**src/rtl/connect4_move_input_pkg.sv**
```systemverilog
// Shared types and helpers for the Connect-4 move input stage.
package connect4_pkg;

    localparam int NUM_COLS = 7;
    localparam int COL_W    = 3;

    typedef logic [COL_W-1:0] col_t;

    typedef enum logic [1:0] {
        IDLE     = 2'd0,
        OFFER    = 2'd1,
        WAIT_REL = 2'd2
    } move_state_t;

    // A column is playable when it exists on the board and is not yet full.
    function automatic logic col_legal(input col_t col, input logic [NUM_COLS-1:0] full);
        logic [2**COL_W-1:0] full_ext;
        full_ext = {{(2**COL_W-NUM_COLS){1'b0}}, full};
        return ({1'b0, col} < (COL_W+1)'(NUM_COLS)) && !full_ext[col];
    endfunction

endpackage

```
**src/rtl/connect4_move_input_key_debounce.sv**
```systemverilog
// Pushbutton conditioner: 2-FF synchroniser, stable-count debouncer, press pulse
// and a "known released" flag that ignores the reset-filled synchroniser contents.
module key_debounce #(
    parameter int DEBOUNCE_CYCLES = 500000
) (
    input  logic clk,
    input  logic rst,
    input  logic key_n,
    output logic level,
    output logic press,
    output logic released
);

    localparam int               CNT_W    = $clog2(DEBOUNCE_CYCLES + 1);
    localparam logic [CNT_W-1:0] CNT_LAST = CNT_W'(DEBOUNCE_CYCLES - 1);
    localparam logic [CNT_W-1:0] CNT_ONE  = CNT_W'(1);

    logic             sync1_r, sync2_r, level_r, press_r, released_r;
    logic [CNT_W-1:0] cnt_r;
    logic [1:0]       settle_r;
    logic             level_next_s, press_next_s;
    logic [CNT_W-1:0] cnt_next_s;

    // Stable-count debounce: level follows the synced key after a full run of mismatches.
    always_comb begin
        level_next_s = level_r;
        press_next_s = 1'b0;
        cnt_next_s   = '0;
        if (sync2_r != level_r) begin
            if (cnt_r == CNT_LAST) begin
                level_next_s = sync2_r;
                press_next_s = ~sync2_r;
            end else begin
                cnt_next_s = cnt_r + CNT_ONE;
            end
        end else begin
            cnt_next_s = '0;
        end
    end

    // Synchroniser, debounce state and settle tracker.
    always_ff @(posedge clk or posedge rst) begin
        if (rst) begin
            sync1_r    <= 1'b1;
            sync2_r    <= 1'b1;
            level_r    <= 1'b1;
            press_r    <= 1'b0;
            cnt_r      <= '0;
            settle_r   <= 2'b00;
            released_r <= 1'b0;
        end else begin
            sync1_r    <= key_n;
            sync2_r    <= sync1_r;
            level_r    <= level_next_s;
            press_r    <= press_next_s;
            cnt_r      <= cnt_next_s;
            settle_r   <= {settle_r[0], 1'b1};
            released_r <= settle_r[1] & sync2_r & level_r;
        end
    end

    assign level    = level_r;
    assign press    = press_r;
    assign released = released_r;

endmodule

```
**src/rtl/connect4_move_input.sv**
```systemverilog
// Connect-4 move input stage: debounced drop key + column switches -> valid/ready move.
// Optional cancel key enabled by defining CONNECT4_MOVE_CANCEL_EN.
module connect4_move_input
    import connect4_pkg::*;
#(
    parameter int DEBOUNCE_CYCLES = 500000
) (
    input  logic                CLOCK_50,
    input  logic                reset,
    input  logic                key_drop_n,
    input  logic                key_cancel_n,
    input  logic [COL_W-1:0]    sw_col,
    input  logic [NUM_COLS-1:0] col_full,
    input  logic                move_ready,
    output logic                move_valid,
    output logic [COL_W-1:0]    move_col,
    output logic                move_err,
    output logic                busy
);

    move_state_t state_r, state_next_s;
    col_t        sw_sync1_r, sw_sync2_r, move_col_r, col_next_s;
    logic        move_valid_r, move_err_r, busy_r, armed_r;
    logic        valid_next_s, err_next_s;
    logic        drop_level_s, drop_press_s, drop_released_s, cancel_press_s;

    key_debounce #(.DEBOUNCE_CYCLES(DEBOUNCE_CYCLES)) u_drop (
        .clk      (CLOCK_50),
        .rst      (reset),
        .key_n    (key_drop_n),
        .level    (drop_level_s),
        .press    (drop_press_s),
        .released (drop_released_s)
    );

`ifdef CONNECT4_MOVE_CANCEL_EN
    logic cancel_level_s, cancel_raw_s, cancel_released_s;

    key_debounce #(.DEBOUNCE_CYCLES(DEBOUNCE_CYCLES)) u_cancel (
        .clk      (CLOCK_50),
        .rst      (reset),
        .key_n    (key_cancel_n),
        .level    (cancel_level_s),
        .press    (cancel_raw_s),
        .released (cancel_released_s)
    );

    assign cancel_press_s = cancel_raw_s & ~cancel_level_s & (cancel_released_s | 1'b1);
`else
    assign cancel_press_s = 1'b0 & ~key_cancel_n;
`endif

    // Move FSM: one offer per accepted press; presses are ignored until the key
    // has been seen released since reset, so a key held through reset cannot fire.
    always_comb begin
        state_next_s = state_r;
        valid_next_s = 1'b0;
        err_next_s   = 1'b0;
        col_next_s   = move_col_r;
        case (state_r)
            IDLE: begin
                if (drop_press_s && armed_r) begin
                    if (col_legal(sw_sync2_r, col_full)) begin
                        valid_next_s = 1'b1;
                        col_next_s   = sw_sync2_r;
                        state_next_s = OFFER;
                    end else begin
                        err_next_s   = 1'b1;
                        state_next_s = WAIT_REL;
                    end
                end else begin
                    state_next_s = IDLE;
                end
            end
            OFFER: begin
                if (move_ready) begin
                    state_next_s = WAIT_REL;
                end else if (cancel_press_s) begin
                    state_next_s = WAIT_REL;
                end else begin
                    valid_next_s = 1'b1;
                end
            end
            WAIT_REL: begin
                if (drop_level_s) begin
                    state_next_s = IDLE;
                end else begin
                    state_next_s = WAIT_REL;
                end
            end
            default: begin
                state_next_s = IDLE;
            end
        endcase
    end

    // State, registered outputs and switch synchroniser.
    always_ff @(posedge CLOCK_50 or posedge reset) begin
        if (reset) begin
            state_r      <= IDLE;
            move_valid_r <= 1'b0;
            move_col_r   <= '0;
            move_err_r   <= 1'b0;
            busy_r       <= 1'b0;
            armed_r      <= 1'b0;
            sw_sync1_r   <= '1;
            sw_sync2_r   <= '1;
        end else begin
            state_r      <= state_next_s;
            move_valid_r <= valid_next_s;
            move_col_r   <= col_next_s;
            move_err_r   <= err_next_s;
            busy_r       <= (state_next_s != IDLE);
            armed_r      <= armed_r | drop_released_s;
            sw_sync1_r   <= sw_col;
            sw_sync2_r   <= sw_sync1_r;
        end
    end

    assign move_valid = move_valid_r;
    assign move_col   = move_col_r;
    assign move_err   = move_err_r;
    assign busy       = busy_r;

endmodule

```
**config.mk**
```make
export PLATFORM = sky130hd
export DESIGN_NAME = connect4_move_input
export DESIGN_NICKNAME = d
export VERILOG_FILES = /design/src/rtl/connect4_move_input_pkg.sv /design/src/rtl/connect4_move_input_key_debounce.sv /design/src/rtl/connect4_move_input.sv
export SDC_FILE = /design/constraint.sdc
export NUM_CORES = 1
export LEC_CHECK = 0
export CORE_ASPECT_RATIO = 0.8
export CORE_MARGIN = 8
export CORE_UTILIZATION = 45
export CTS_CLUSTER_DIAMETER = 150
export DETAILED_ROUTE_END_ITERATION = 6
export HOLD_SLACK_MARGIN = 0.12
export PLACE_DENSITY = 0.65
export SLEW_MARGIN = 40
export SYNTH_ARGS = -nofsm -noshare
export SYNTH_HDL_FRONTEND = slang
export SYNTH_SLANG_ARGS = --single-unit
```
**constraint.sdc**
```tcl
create_clock -name CLOCK_50 -period 2.55 [get_ports CLOCK_50]
set_clock_uncertainty 0.2 [all_clocks]
set_input_delay 0.3825 -clock CLOCK_50 [delete_from_list [all_inputs] [get_ports CLOCK_50]]
set_output_delay 0.3825 -clock CLOCK_50 [all_outputs]
set_load 0.05 [all_outputs]
```
==> results.py, run 1 <==
metrics = {
    "clocking": {
        "cts_tree": "yes",
        "clk_latency_ns": 0.30,
        "cts_hold_buf": 0,
        "h-tree-depth": 2,
        "cts_setup_buffers": 0,
        "clk_pin_slew_ns": 0.08,
        "clockBufferDepth": 2,
        "cts_buffers": 5,
        "cts_sinks": 41,
        "ctsRootBufferMaster": "clkbuf_8",
        "post_cts_resized": 0,
    },
    "die": {
        "io_pins": 21,
        "die_area_um2": 6234,
        "initial_utilization": 0.4678,
        "die_h_um": 72.24,
        "fp.dieW_um": 86.30,
        "rows": 20,
        "coreArea_um2": 3804,
    },
    "sta": {
        "setup_viol": 0,
        "rsz0062_at_grt": "false",
        "max_slew.worst_pin.slew_ns": 0.4970,
        "slew_viol_final": 0,
        "maxSlewHeadroom": 0.6676,
        "hold_violations": 0,
        "fin_ws_ns": 0.3445,
        "finalCritPeriodShare": 0.8649,
        "fmax_mhz": 453.4,
        "tns_ns": 0,
        "period_minus_slack_ns": 2.206,
    },
    "global_routing": {
        "antenna_found_initial": 0,
        "grt_usage": 0.1141,
        "grt_pass1_wl_um": 5526,
        "grt_max_degree": 42,
        "grt_overflow": 0,
        "grt_pass1_vias": 1165,
    },
    "layout": {
        "area_growth_pct": 21.38,
        "layout.nets": 197,
        "antenna_cells": 0,
        "num-fill-cells": 328,
        "final_util": 0.5678,
        "drive_above_1_share": 0.1813,
    },
    "logic_synthesis": {
        "synth_ff_type": "dfrtp_1",
        "synth_edf_count": 0,
        "yosysTopAreaCell": "dfrtp_1",
        "synth_area_leaders": "dfrtp_1 45%, dfstp_2 13%, xnor2_1 3.9%",
        "synth_cell_types": 44,
        "yosysMostFrequentCell": "dfrtp_1",
        "syn_area_um2": 1779,
        "syn_area_per_cell_um2": 11.55,
        "synthArstFlopShare": 1.000,
        "ys_seq_area_frac": 0.5830,
        "netlist_instances": 154,
        "synth_top_area_frac": 0.4501,
        "synth_nets": 170,
        "yosysWarnings": 0,
        "synth-seq-cells": 41,
        "synth_commonest_cells": "32 x dfrtp_1, 16 x nor2_1, 9 x dfstp_2, 9 x nand2_1, 8 x xnor2_1",
    },
    "run_status": {
        "status": "completed",
    },
    "pwr": {
        "powerDensity_nw_per_um2": 570.5,
        "p_leak_nw": 0.8900,
        "ir_worst_vdd_uv": 335.2,
        "p_comb_frac": 0.054,
        "p_sw_mw": 0.2775,
        "power_frac_seq": 0.552,
        "internal_power_mw": 0.9546,
        "power_frac_clock": 0.394,
        "p_sw_frac": 0.2252,
    },
    "worst_setup_path": {
        "slowest_stage": "or4_1",
        "crit_path_end_kind": "flop",
        "cp-start-kind": "flop",
        "path_delay_family": "simple AND/OR/NAND/NOR gates",
        "cp.arrival_ns": 2.23,
        "crit_required_ns": 2.57,
        "worstPathCellList": "ha_1, nand4_4, or3_4, or4_1, a21oi_1",
        "crit_buf_inv": 0,
        "max_stage_delay_ns": 0.48,
        "criticalPathCategory": "flop to flop",
        "critPathMaxFanout": 7,
    },
    "detailed_routing": {
        "ant_nets": 0,
        "avgRoutedWirePerCell_um": 13.53,
        "drc": 0,
        "first_pass_iters": 4,
        "wl_um": 3207,
        "drt_iter0_drc": 82,
        "dr_total_vias": 1208,
        "viasPerCell": 5.097,
    },
    "min_path": {
        "hold_path.class": "flop to flop",
    },
    "place": {
        "place_ws_ns": 0.2761,
        "place_congestion": 0.7656,
        "dp_hpwl_um": 2286,
        "io_buffers": 19,
    },
    "flow_run": {
        "drv_cap": 0,
    },
}
==> per-stage QoR <==
step / std cells / cell area, µm² / total power, mW / hold slack [ns]
after floorplan: 154 / 1779 / 0.7251 / 0.1312
after global placement: 229 / 2049 / 0.7571 / 0.1372
after detailed placement: 229 / 2049 / 0.7604 / 0.1379
after CTS: 237 / 2160 / 1.246 / 0.1566
after global routing: 237 / 2160 / 1.290 / 0.1604
final: 237 / 2160 / 1.232 / 0.1542
==> metal layers <==
layer | GRT usage | share of wire | vias to the layer above
met5 | 0 | 0 | -
met4 | 0.04000 | 0.011 | 0
met3 | 0.04853 | 0.045 | 7
met2 | 0.1594 | 0.46 | 17
met1 | 0.1530 | 0.48 | 585
li1 | - | - | 599
==> kinds of logic after synthesis <==
kind of cell	Yosys count	share of synthesized area
AOI/OAI and AO/OA	21	0.07103
xor gates and xnor gates	13	0.06399
adders and majority gates	1	0.007031
buffers and inverters	6	0.01266
DFF	41	0.5830
muxes	6	0.03657
other	1	0.002108
and+or+nand+nor	65	0.2236
==> cell type report <==
cell class | instances | area [µm²] | share of cell area
Inverter | 5 | 18.77 | 0.008691
Tap cell | 55 | 68.82 | 0.03187
Clock inverter | 2 | 16.27 | 0.007532
Timing Repair Buffer | 21 | 205.2 | 0.09502
Multi-Input combinational cell | 107 | 719.4 | 0.3331
Clock buffer | 6 | 93.84 | 0.04345
Sequential cell | 41 | 1037 | 0.4803
==> power by group through the flow <==
stage / registers, mW / logic, mW / clock network (mW)
4_1_cts: 0.680 / 0.0681 / 0.497
2_1_floorplan: 0.692 / 0.0326 / 0
3_3_place_gp: 0.691 / 0.0657 / 0
6_report: 0.680 / 0.0666 / 0.485
3_5_place_dp: 0.693 / 0.0678 / 0
5_1_grt: 0.683 / 0.0749 / 0.532
==> cells in the final DEF (no fill, tap or decap), types with 2 or more instances in the layout <==
cell,n
dfrtp_1,32
clkdlybuf4s50_1,19
nor2_1,16
nand2_1,9
dfstp_2,9
xnor2_1,8
o21ai_0,7
a21oi_1,6
xor2_1,5
inv_1,5
clkbuf_8,5
nor4_1,4
mux2_2,4
or3_1,4
nand2b_1,3
or2_2,3
nand3_1,3
nor4b_1,2
and2_1,2
nand4_1,2
mux2i_1,2
nor3_1,2
o22ai_1,2
nand3b_1,2
buf_4,2
==> final timing paths <==
kind,from,end,slack (ns),cells after the start
max reg2reg,u_drop.cnt_r[0],u_drop.cnt_r[18],0.34,5
min in group asynchronous,reset,u_drop.cnt_r[0],0.30,3
max,u_drop.cnt_r[0],u_drop.cnt_r[18],0.34,5
max in group asynchronous,reset,u_drop.level,1.50,3
min reg2reg,u_drop.settle_r[0],u_drop.settle_r[1],0.15,0
min,u_drop.settle_r[0],u_drop.settle_r[1],0.15,0
==> flip-flops by register name (all words and copies together), names as in the netlist, 2 cells and up <==
signal / count
sw_sync2_r: 3
sw_sync1_r: 3
u_drop.settle_r: 2
state_r: 2
u_drop.cnt_r: 19
move_col: 3
Note: power is estimated with default switching activity, not from simulation.
==> inputs of run 2 (changes only) <==
--- a/config.mk
+++ b/config.mk
@@ -8,7 +8,7 @@
 export CORE_ASPECT_RATIO = 0.8
 export CORE_MARGIN = 8
 export CORE_UTILIZATION = 45
-export CTS_CLUSTER_DIAMETER = 150
+export CTS_CLUSTER_DIAMETER = 60
 export DETAILED_ROUTE_END_ITERATION = 6
 export HOLD_SLACK_MARGIN = 0.12
 export PLACE_DENSITY = 0.65
==> results of run 2 <==
Same layout as run 1: the final DEF is identical, and so are final timing and power.
